File: src/rtl/hilo_div_unit.sv
// hilo_div_unit: iterative radix-2 restoring divider feeding the HI/LO pair.
// Quotient is written to LO and remainder to HI. busy stalls EX while iterating,
// and done pulses for one cycle when hilo has just been updated. Both signed
// (DIV) and unsigned (DIVU) division are supported, and a flush can cancel the
// operation in flight.
module hilo_div_unit #(
  parameter int WIDTH = 32
) (
  input  logic               clk,
  input  logic               rst,
  input  logic               start,
  input  logic               signed_div,
  input  logic [WIDTH-1:0]   a,
  input  logic [WIDTH-1:0]   b,
  input  logic               cancel,
  output logic               busy,
  output logic               done,
  output logic [2*WIDTH-1:0] hilo
);

  localparam int CW = (WIDTH > 1) ? $clog2(WIDTH) : 1;
  localparam logic [CW-1:0] LAST_STEP = CW'(WIDTH - 1);
  localparam logic [WIDTH-1:0] ONE = {{(WIDTH-1){1'b0}}, 1'b1};

  typedef enum logic [1:0] {
    IDLE = 2'd0,
    CALC = 2'd1,
    FIN  = 2'd2
  } state_t;

  state_t state;
  state_t next_state;

  // Two's complement negation when the enable is set, pass-through otherwise.
  function automatic logic [WIDTH-1:0] cond_neg(input logic [WIDTH-1:0] v, input logic en);
    cond_neg = en ? (~v + ONE) : v;
  endfunction

  // Operand magnitude: only signed operands with the sign bit set are negated.
  // The most negative value maps to itself, which is its correct unsigned magnitude.
  function automatic logic [WIDTH-1:0] magnitude(input logic [WIDTH-1:0] v, input logic is_signed);
    magnitude = cond_neg(v, is_signed & v[WIDTH-1]);
  endfunction

  logic [WIDTH-1:0] rem;
  logic [WIDTH-1:0] quo;
  logic [WIDTH-1:0] b_mag;
  logic             q_sign;
  logic             r_sign;
  logic [CW-1:0]    count;

  logic             accept;
  logic             b_zero;
  logic             last_step;
  logic             busy_next;
  logic             done_next;

  logic [WIDTH:0]   shifted;
  logic             fits;
  logic [WIDTH-1:0] rem_step;
  logic [WIDTH-1:0] quo_step;

  assign accept    = start & ~cancel & ((state == IDLE) | (state == FIN));
  assign b_zero    = (b == {WIDTH{1'b0}});
  assign last_step = (count == LAST_STEP);

  // One restoring step: shift {rem, quo} left and keep the trial subtraction if it fits.
  always_comb begin
    shifted  = {rem, quo[WIDTH-1]};
    fits     = (shifted >= {1'b0, b_mag});
    rem_step = shifted[WIDTH-1:0];
    quo_step = {quo[WIDTH-2:0], 1'b0};
    if (fits) begin
      rem_step    = shifted[WIDTH-1:0] - b_mag;
      quo_step[0] = 1'b1;
    end else begin
      rem_step    = shifted[WIDTH-1:0];
      quo_step[0] = 1'b0;
    end
  end

  // State register.
  always_ff @(posedge clk or posedge rst) begin
    if (rst) begin
      state <= IDLE;
    end else begin
      state <= next_state;
    end
  end

  // Next-state logic; cancel overrides both new starts and completion.
  always_comb begin
    next_state = state;
    if (cancel) begin
      next_state = IDLE;
    end else begin
      case (state)
        IDLE: begin
          if (accept) begin
            next_state = b_zero ? FIN : CALC;
          end else begin
            next_state = IDLE;
          end
        end
        CALC: begin
          if (last_step) begin
            next_state = FIN;
          end else begin
            next_state = CALC;
          end
        end
        FIN: begin
          if (accept) begin
            next_state = b_zero ? FIN : CALC;
          end else begin
            next_state = IDLE;
          end
        end
        default: next_state = IDLE;
      endcase
    end
  end

  // Output decode from the upcoming state so busy/done can be registered.
  always_comb begin
    busy_next = 1'b0;
    done_next = 1'b0;
    case (next_state)
      CALC:    busy_next = 1'b1;
      FIN:     done_next = 1'b1;
      default: begin
        busy_next = 1'b0;
        done_next = 1'b0;
      end
    endcase
  end

  // Registered handshake outputs.
  always_ff @(posedge clk or posedge rst) begin
    if (rst) begin
      busy <= 1'b0;
      done <= 1'b0;
    end else begin
      busy <= busy_next;
      done <= done_next;
    end
  end

  // Datapath: operand capture, iteration and result write-back (only on entry to FIN).
  always_ff @(posedge clk or posedge rst) begin
    if (rst) begin
      rem    <= {WIDTH{1'b0}};
      quo    <= {WIDTH{1'b0}};
      b_mag  <= {WIDTH{1'b0}};
      q_sign <= 1'b0;
      r_sign <= 1'b0;
      count  <= {CW{1'b0}};
      hilo   <= {(2*WIDTH){1'b0}};
    end else if (!cancel) begin
      if (accept) begin
        count <= {CW{1'b0}};
        if (b_zero) begin
          hilo <= {a, {WIDTH{1'b1}}};
        end else begin
          rem    <= {WIDTH{1'b0}};
          quo    <= magnitude(a, signed_div);
          b_mag  <= magnitude(b, signed_div);
          q_sign <= (a[WIDTH-1] ^ b[WIDTH-1]) & signed_div;
          r_sign <= a[WIDTH-1] & signed_div;
        end
      end else if (state == CALC) begin
        rem   <= rem_step;
        quo   <= quo_step;
        count <= count + {{(CW-1){1'b0}}, 1'b1};
        if (last_step) begin
          hilo <= {cond_neg(rem_step, r_sign), cond_neg(quo_step, q_sign)};
        end
      end else begin
        count <= count;
      end
    end
  end

endmodule

File: config.mk
export PLATFORM = sky130hd
export DESIGN_NAME = hilo_div_unit
export DESIGN_NICKNAME = d
export VERILOG_FILES = /design/src/rtl/hilo_div_unit.sv
export SDC_FILE = /design/constraint.sdc
export NUM_CORES = 1
export LEC_CHECK = 0
export ABC_AREA = 1
export BUFFER_PORTS_ARGS = -buffer_cell sky130_fd_sc_hd__buf_4
export CORE_MARGIN = 3
export CORE_UTILIZATION = 40
export DETAILED_ROUTE_END_ITERATION = 6
export HOLD_SLACK_MARGIN = 0.1
export MAX_ROUTING_LAYER = met4
export PLACE_DENSITY_LB_ADDON = 0.12
export SLEW_MARGIN = 40
export SYNTH_ARGS = -nofsm -noshare
export SYNTH_HDL_FRONTEND = slang
export SYNTH_SLANG_ARGS = --single-unit
File: constraint.sdc
create_clock -name clk -period 8.7 [get_ports clk]
set_input_delay 0.435 -clock clk [delete_from_list [all_inputs] [get_ports clk]]
set_output_delay 0.435 -clock clk [all_outputs]
set_load 0.005 [all_outputs]
# After elaboration in Yosys (flattened, before gate mapping)

Cells that the tools add are included.

Register bits after elaboration: 171
Input bits: 69
Output and inout bits: 66
Logic and storage cells: 71

Add/subtract/negate cells: 6
Order comparisons: 1
Equal/unequal tests: 7
Muxes and demuxes: 25
Bitwise gates (word level): 13
Reduce and logical (&&, ||, !) cells: 9

Operator list:

| cell                    | count |
|---|---|
| $mux W32                | 11 |
| $mux W64                | 4 |
| $add A32 B1 Y32 const B | 4 |
| $not A32 Y32            | 4 |
| $ge A33 B32 Y1          | 1 |
| $logic_not A32 Y1       | 1 |
| $sub A32 B32 Y32        | 1 |
| $mux W5                 | 2 |
| $mux W2                 | 4 |
| $reduce_and A3 Y1       | 2 |
| $add A5 B1 Y5 const B   | 1 |
| $and A1 B1 Y1           | 5 |
| $eq A5 B5 Y1 const B    | 1 |
| $eq A2 B1 Y1 const B    | 2 |
| $eq A2 B2 Y1 const B    | 2 |
| $pmux W2 S2             | 1 |
| $reduce_and A4 Y1       | 1 |
| $reduce_bool A2 Y1      | 2 |
| $mux W1                 | 3 |
| $logic_not A2 Y1        | 1 |
| $ne A2 B1 Y1 const B    | 1 |
| $ne A2 B2 Y1 const B    | 1 |
| $not A1 Y1              | 2 |
| $reduce_and A2 Y1       | 1 |
| other kinds (3)         | 3 |

# Logic depth before layout (Yosys ltp)

Word-level depth: 8
Gate-level depth with buffers: 29
Mapped depth without buffers: 28

# Worst setup path after synthesis

Ideal clock, no wire load.

Kind: register to register
Start: reg rem[1]
End: reg hilo[28]
Setup time: 124 ps
Data arrival time: 3467 ps
Data required time: 8576 ps
Setup slack: 5109 ps
Cell stages (with the launch flop): 28
Path buffers: 1
Period minus slack after synthesis: 3591 ps
Path through: dfrtp_1 -> ha_1 -> nand2_1 -> nand2_1 -> nand2_1 -> nand2_1 -> nand2_1 -> nand3_2 -> nand2_2 -> nand2_2 -> nand2_2 -> nand2_8 -> buf_12 -> inv_2 -> ha_1 -> inv_1 -> nor3_1 -> inv_1 -> nor3_1 -> nand3_1 -> nor2_1 -> nand2_1 -> nor2_1 -> nand3_1 -> o41ai_1 -> nand3_1 -> o211ai_1 -> nand2_1

Cells in the longest elaborated chain, start to end: 8

Ends and longest elaborated chain:

| element                | line | source |
|---|---|---|
| start, declared        | 45   | `logic [WIDTH-1:0] rem;` |
| start signal, assigned | 152  | `rem <= {WIDTH{1'b0}};` |
| start signal, assigned | 165  | `rem <= {WIDTH{1'b0}};` |
| start signal, assigned | 172  | `rem <= rem_step;` |
| $ge A33 B32 Y1         | 70   | `fits = (shifted >= {1'b0, b_mag});` |
| $mux W1                | 73   | `if (fits) begin` |
| $not A32 Y32           | 36   | `cond_neg = en ? (~v + ONE) : v;` |
| $add A32 B1 Y32        | 36   |  |
| $mux W32               | 36   |  |
| $mux W64               | 175  | `if (last_step) begin` |
| $mux W64               | 171  | `end else if (state == CALC) begin` |
| $mux W64               | 160  | `if (accept) begin` |
| end signal, assigned   | 158  | `hilo <= {(2*WIDTH){1'b0}};` |
| end signal, assigned   | 163  | `hilo <= {a, {WIDTH{1'b1}}};` |
| end signal, assigned   | 176  | `hilo <= {cond_neg(rem_step, r_sign), cond_neg(quo_step, q_sign)};` |
| end, declared          | 18   | `output logic [2*WIDTH-1:0] hilo` |

No other way between the ends. The select of a mux whose other input is x is not followed.
A chain may end at the register's enable or synchronous reset.

# Final worst setup path

Start: reg rem[19]
End: reg hilo[28]

Same word-level chain as after synthesis.

==> results.txt <==
The flow ran to the end, and the final reports show no timing, DRC or antenna violations. The average instance area after synthesis is ~6.4 sq um. The setup TNS is 0 ns. The critical-path cell with the highest stage delay is sky130_fd_sc_hd__nor2_4. The area of the mapped netlist is 0.0133 sq mm.

The area of the die came out at approximately 0.035 sq mm. Sequential elements use 32.2% of the synthesized area. In this run, the number of DRC markers left after iteration 0 of detailed routing was ~1.1k. Power spread over the standard cell area amounts to about 360 mW/mm^2. For this run, the number of Yosys warnings is 0.

The number of pins with negative max-slew slack in the final report is 0. The width of the chip is 188 microns. The worst-path maximum fanout is 40. The worst-case setup margin in the final layout is 3.34 ns. The clock network latency to the later pin of the worst-skew pair came out at approximately 0.45 ns. The number of gates given a new drive strength after cts came out at 0. The proportion of netlist area held by the largest area contributor came out at about a third. The number of synthesized flops with an enable pin is 0.

The global placement routability congestion is 0.922. In this run the static leakage power is ~8.0 nW. The worst endpoint required time is ~9 ns. Setup repair after global routing left no endpoint under its margin. Ranked by total cell area, the synthesized netlist is headed by sky130_fd_sc_hd__dfrtp_1 (32%), sky130_fd_sc_hd__nand2_1 (19%), sky130_fd_sc_hd__inv_1 (8.1%).

The data arrival at the endpoint of the critical path came out at ~5.7 ns. STA classifies the critical path endpoint as a flip-flop. With fillers left out, the area of the finished cells amounts to between 0.015 and 0.02 sq mm. The post-route DRC violation count came out at 0.

The maximum clock rate came out at 0.186 GHz. The longest clock path from root to sink contains 2 buffers. The worst setup slack before clock tree synthesis came out at around 3.5 ns. The number of clock sinks is around 170. The overall global routing resource usage is a little over a quarter. The count of input and output buffers came out at between 100 and 150.

The pin count of the biggest net entering global routing is 101. The number of primary I/O pins is between 100 and 150. The flop and latch count out of synthesis is 171. The number of failing setup endpoints in the final timing report is 0. The initial antenna violation count is 1. The final layout contains approximately 2.3k nets. The worst pin sits at a relative slew slack of 51.4%. STA classifies the critical path startpoint as a flip-flop. The actual slew at the worst max-slew pin is a little over 0.7 ns.

By startpoint and endpoint, the worst setup path is classified as flip-flop to flip-flop. TritonCTS built the clock tree. The number of antenna diodes is 0. The floorplan step set the die height to about 190 microns. The largest vdd supply drop came out at 0.220 mV. The row count came out at 66.

The number of buffers created by CTS came out at 17. The HPWL after detailed placement came out at between 30000 and 40000 microns. The final number of hold-violating endpoints was 0.

The cell count after synthesis came out at about 2.1k. The path class of the tightest hold or removal check is input port to flip-flop. The total overflow reported by the global router is 0. For this configuration, the core starts out at a cell density of between 40% and 50%. The post-detailed-route count of antenna-violating nets came out at 0. The prevailing post-synth register cell is sky130_fd_sc_hd__dfrtp_1.

For this run, asynchronously set or reset flops after synthesis account for 100%. The clock transition time at the flip-flop clock pins of the worst setup and hold paths came out at approximately 0.07 ns. The number of vias per cell after detailed routing is ~5.2. The H-tree depth reported by CTS is 4.

The first-pass GRT wire length came out at 71100 microns. The number of global-route vias before repair is approximately 13k. The tree is rooted in a sky130_fd_sc_hd__clkbuf_16. The fraction of final layout cells sized beyond drive strength 1 is 11.8%. The synthesized design spends more area on one cell type than any other, namely sky130_fd_sc_hd__dfrtp_1.

The cell repeated most along the worst path is sky130_fd_sc_hd__nand2_1. The final critical path takes up approximately 60% of the cycle. The via total after detailed routing came out at roughly 14k. The final critical path time including I/O delays and setup came out at around 5.4 ns. The largest stage delay on the critical path is between 0.5 and 0.6 ns. In the final routed layout, each cell accounts on average for roughly 17 microns. The count of max-cap constraint violations is 0. The total area inside the core boundary comes to 0.0326 sq mm. The final routed wirelength across all metal layers came out at between 40000 and 50000 microns. The area added between synthesis and finish came out at 14.6%.

The number of nets in the synthesized netlist is approximately 2.2k. The area after detailed placement is about 0.015 sq mm. The netlist uses 53 different library cells. The first-pass iteration count of the detailed router is 6. The worst setup skew after layout came out at around 0.017 ns.
-- cells in the mapped netlist, types with 10 or more instances --
cell type / number
sky130_fd_sc_hd__nand3_1: 139
sky130_fd_sc_hd__o21ai_1: 16
sky130_fd_sc_hd__nand4_1: 27
sky130_fd_sc_hd__inv_2: 13
sky130_fd_sc_hd__a41oi_1: 10
sky130_fd_sc_hd__a31oi_1: 15
sky130_fd_sc_hd__clkbuf_1: 55
sky130_fd_sc_hd__o21ai_0: 140
sky130_fd_sc_hd__xor2_1: 47
sky130_fd_sc_hd__nand2_2: 27
sky130_fd_sc_hd__inv_1: 288
sky130_fd_sc_hd__o211ai_1: 22
sky130_fd_sc_hd__dfrtp_1: 171
sky130_fd_sc_hd__nand2_1: 669
sky130_fd_sc_hd__a21oi_1: 60
sky130_fd_sc_hd__nor3_1: 36
sky130_fd_sc_hd__ha_1: 38
sky130_fd_sc_hd__nor2_1: 169
-- stage by stage --
| stage | total power, mW | util (%) | hold WS, ns | std cells |
|---|---|---|---|---|
| global route | 6.02 | 46.7 | 0.179 | 2613 |
| detailed placement | 4.70 | 44.9 | 0.467 | 2579 |
| CTS | 5.48 | 46.6 | 0.143 | 2611 |
| finish | 5.50 | 46.7 | 0.193 | 2613 |
| global placement | 4.69 | 44.8 | 0.465 | 2579 |
| floorplan | 3.81 | - | 0.453 | 2066 |
-- cell usage in the layout, fill, tap and decap left out, types with 6 or more instances in the layout --
| master | netlist | layout |
|---|---|---|
| sky130_fd_sc_hd__nor2_1 | 169 | 168 |
| sky130_fd_sc_hd__nand2_1 | 669 | 668 |
| sky130_fd_sc_hd__a21oi_1 | 60 | 59 |
| sky130_fd_sc_hd__o21ai_1 | 16 | 16 |
| sky130_fd_sc_hd__o22ai_1 | 6 | 6 |
| sky130_fd_sc_hd__nor3_1 | 36 | 36 |
| sky130_fd_sc_hd__a31oi_1 | 15 | 15 |
| sky130_fd_sc_hd__o21ai_0 | 140 | 140 |
| sky130_fd_sc_hd__nand3b_1 | 9 | 9 |
| sky130_fd_sc_hd__dfrtp_1 | 171 | 170 |
| sky130_fd_sc_hd__o211ai_1 | 22 | 22 |
| sky130_fd_sc_hd__xor2_1 | 47 | 47 |
| sky130_fd_sc_hd__nand4_1 | 27 | 27 |
| sky130_fd_sc_hd__xnor2_1 | 6 | 6 |
| sky130_fd_sc_hd__inv_2 | 13 | 12 |
| sky130_fd_sc_hd__clkbuf_16 | 0 | 17 |
| sky130_fd_sc_hd__nand3_1 | 139 | 139 |
| sky130_fd_sc_hd__nor2_2 | 9 | 9 |
| sky130_fd_sc_hd__ha_1 | 38 | 38 |
| sky130_fd_sc_hd__a41oi_1 | 10 | 10 |
| sky130_fd_sc_hd__inv_1 | 288 | 287 |
| sky130_fd_sc_hd__buf_4 | 1 | 141 |
| sky130_fd_sc_hd__nand2_2 | 27 | 28 |
| sky130_fd_sc_hd__or2_2 | 8 | 8 |
| sky130_fd_sc_hd__nor4_1 | 7 | 7 |
| sky130_fd_sc_hd__a22o_1 | 8 | 8 |
-- layer usage --
metal | global-route usage [%] | routed length (microns)
met1 | 37.8 | 22300
met2 | 39.3 | 19700
met3 | 2.53 | 2010
met4 | 6.62 | 878
met5 | - | 0
-- layout make-up --
cell class / count / area, sq um
fillers: 3517 / 17400
multi-input cells: 1515 / 7560
flip-flops and latches: 171 / 4280
inverters: 307 / 1160
repair buffers: 146 / 1130
well taps: 442 / 553
clock buffers: 21 / 450
clock inverters: 11 / 111
-- registers in the layout, summed over array words and instances (netlist names) --
register and cells:
hilo 64, b_mag 32, quo 32, rem 32, count 5, state 2
busy 1, done 1, q_sign 1, r_sign 1
-- logic make-up after synthesis --
logic type,share of synthesized area [%]
simple gates,35.9
buf+inv,11.1
compound gates,13.5
flops,32.2
xor+xnor,3.49
fa+ha+maj,3.73
mux,0.0753
-- path summary, 6_finish.rpt --
check / startpoint / endpoint / slack, ns / cells past startpoint
worst min register to register: hilo[35] / hilo[35] / 0.48 / 2
worst max register to register: rem[19] / hilo[28] / 3.34 / 26
worst max-delay path: rem[19] / hilo[28] / 3.34 / 26
max in group asynchronous: rst / r_sign / 7.22 / 4
worst min-delay path: cancel / done / 0.19 / 2
min in group asynchronous: rst / b_mag[0] / 0.52 / 3
-- power by group --
| part | leakage [nW] | switching [mW] | internal, mW |
|---|---|---|---|
| combinational | 5.64 | 2.53 | 1.13 |
| sequential | 2.14 | 0.143 | 0.940 |
| clock | 0.263 | 0.354 | 0.407 |
-- critical path: cells and delay by family (launching register included) --
kind                     cells  cell delay, ns
AO/OA/AOI/OAI                2            0.55
adder cells (fa/ha/maj)      2            0.57
buffers and inverters        4            0.49
flip-flops                   1            0.42
AND/OR/NAND/NOR             18            3.20
-- timing repair --
action / CTS / global route
hold buffers: 0 / 1
setup buffers: 0 / 0
endpoints found under the hold margin: 0 / 30
Note: power is estimated with default switching activity, not from simulation.
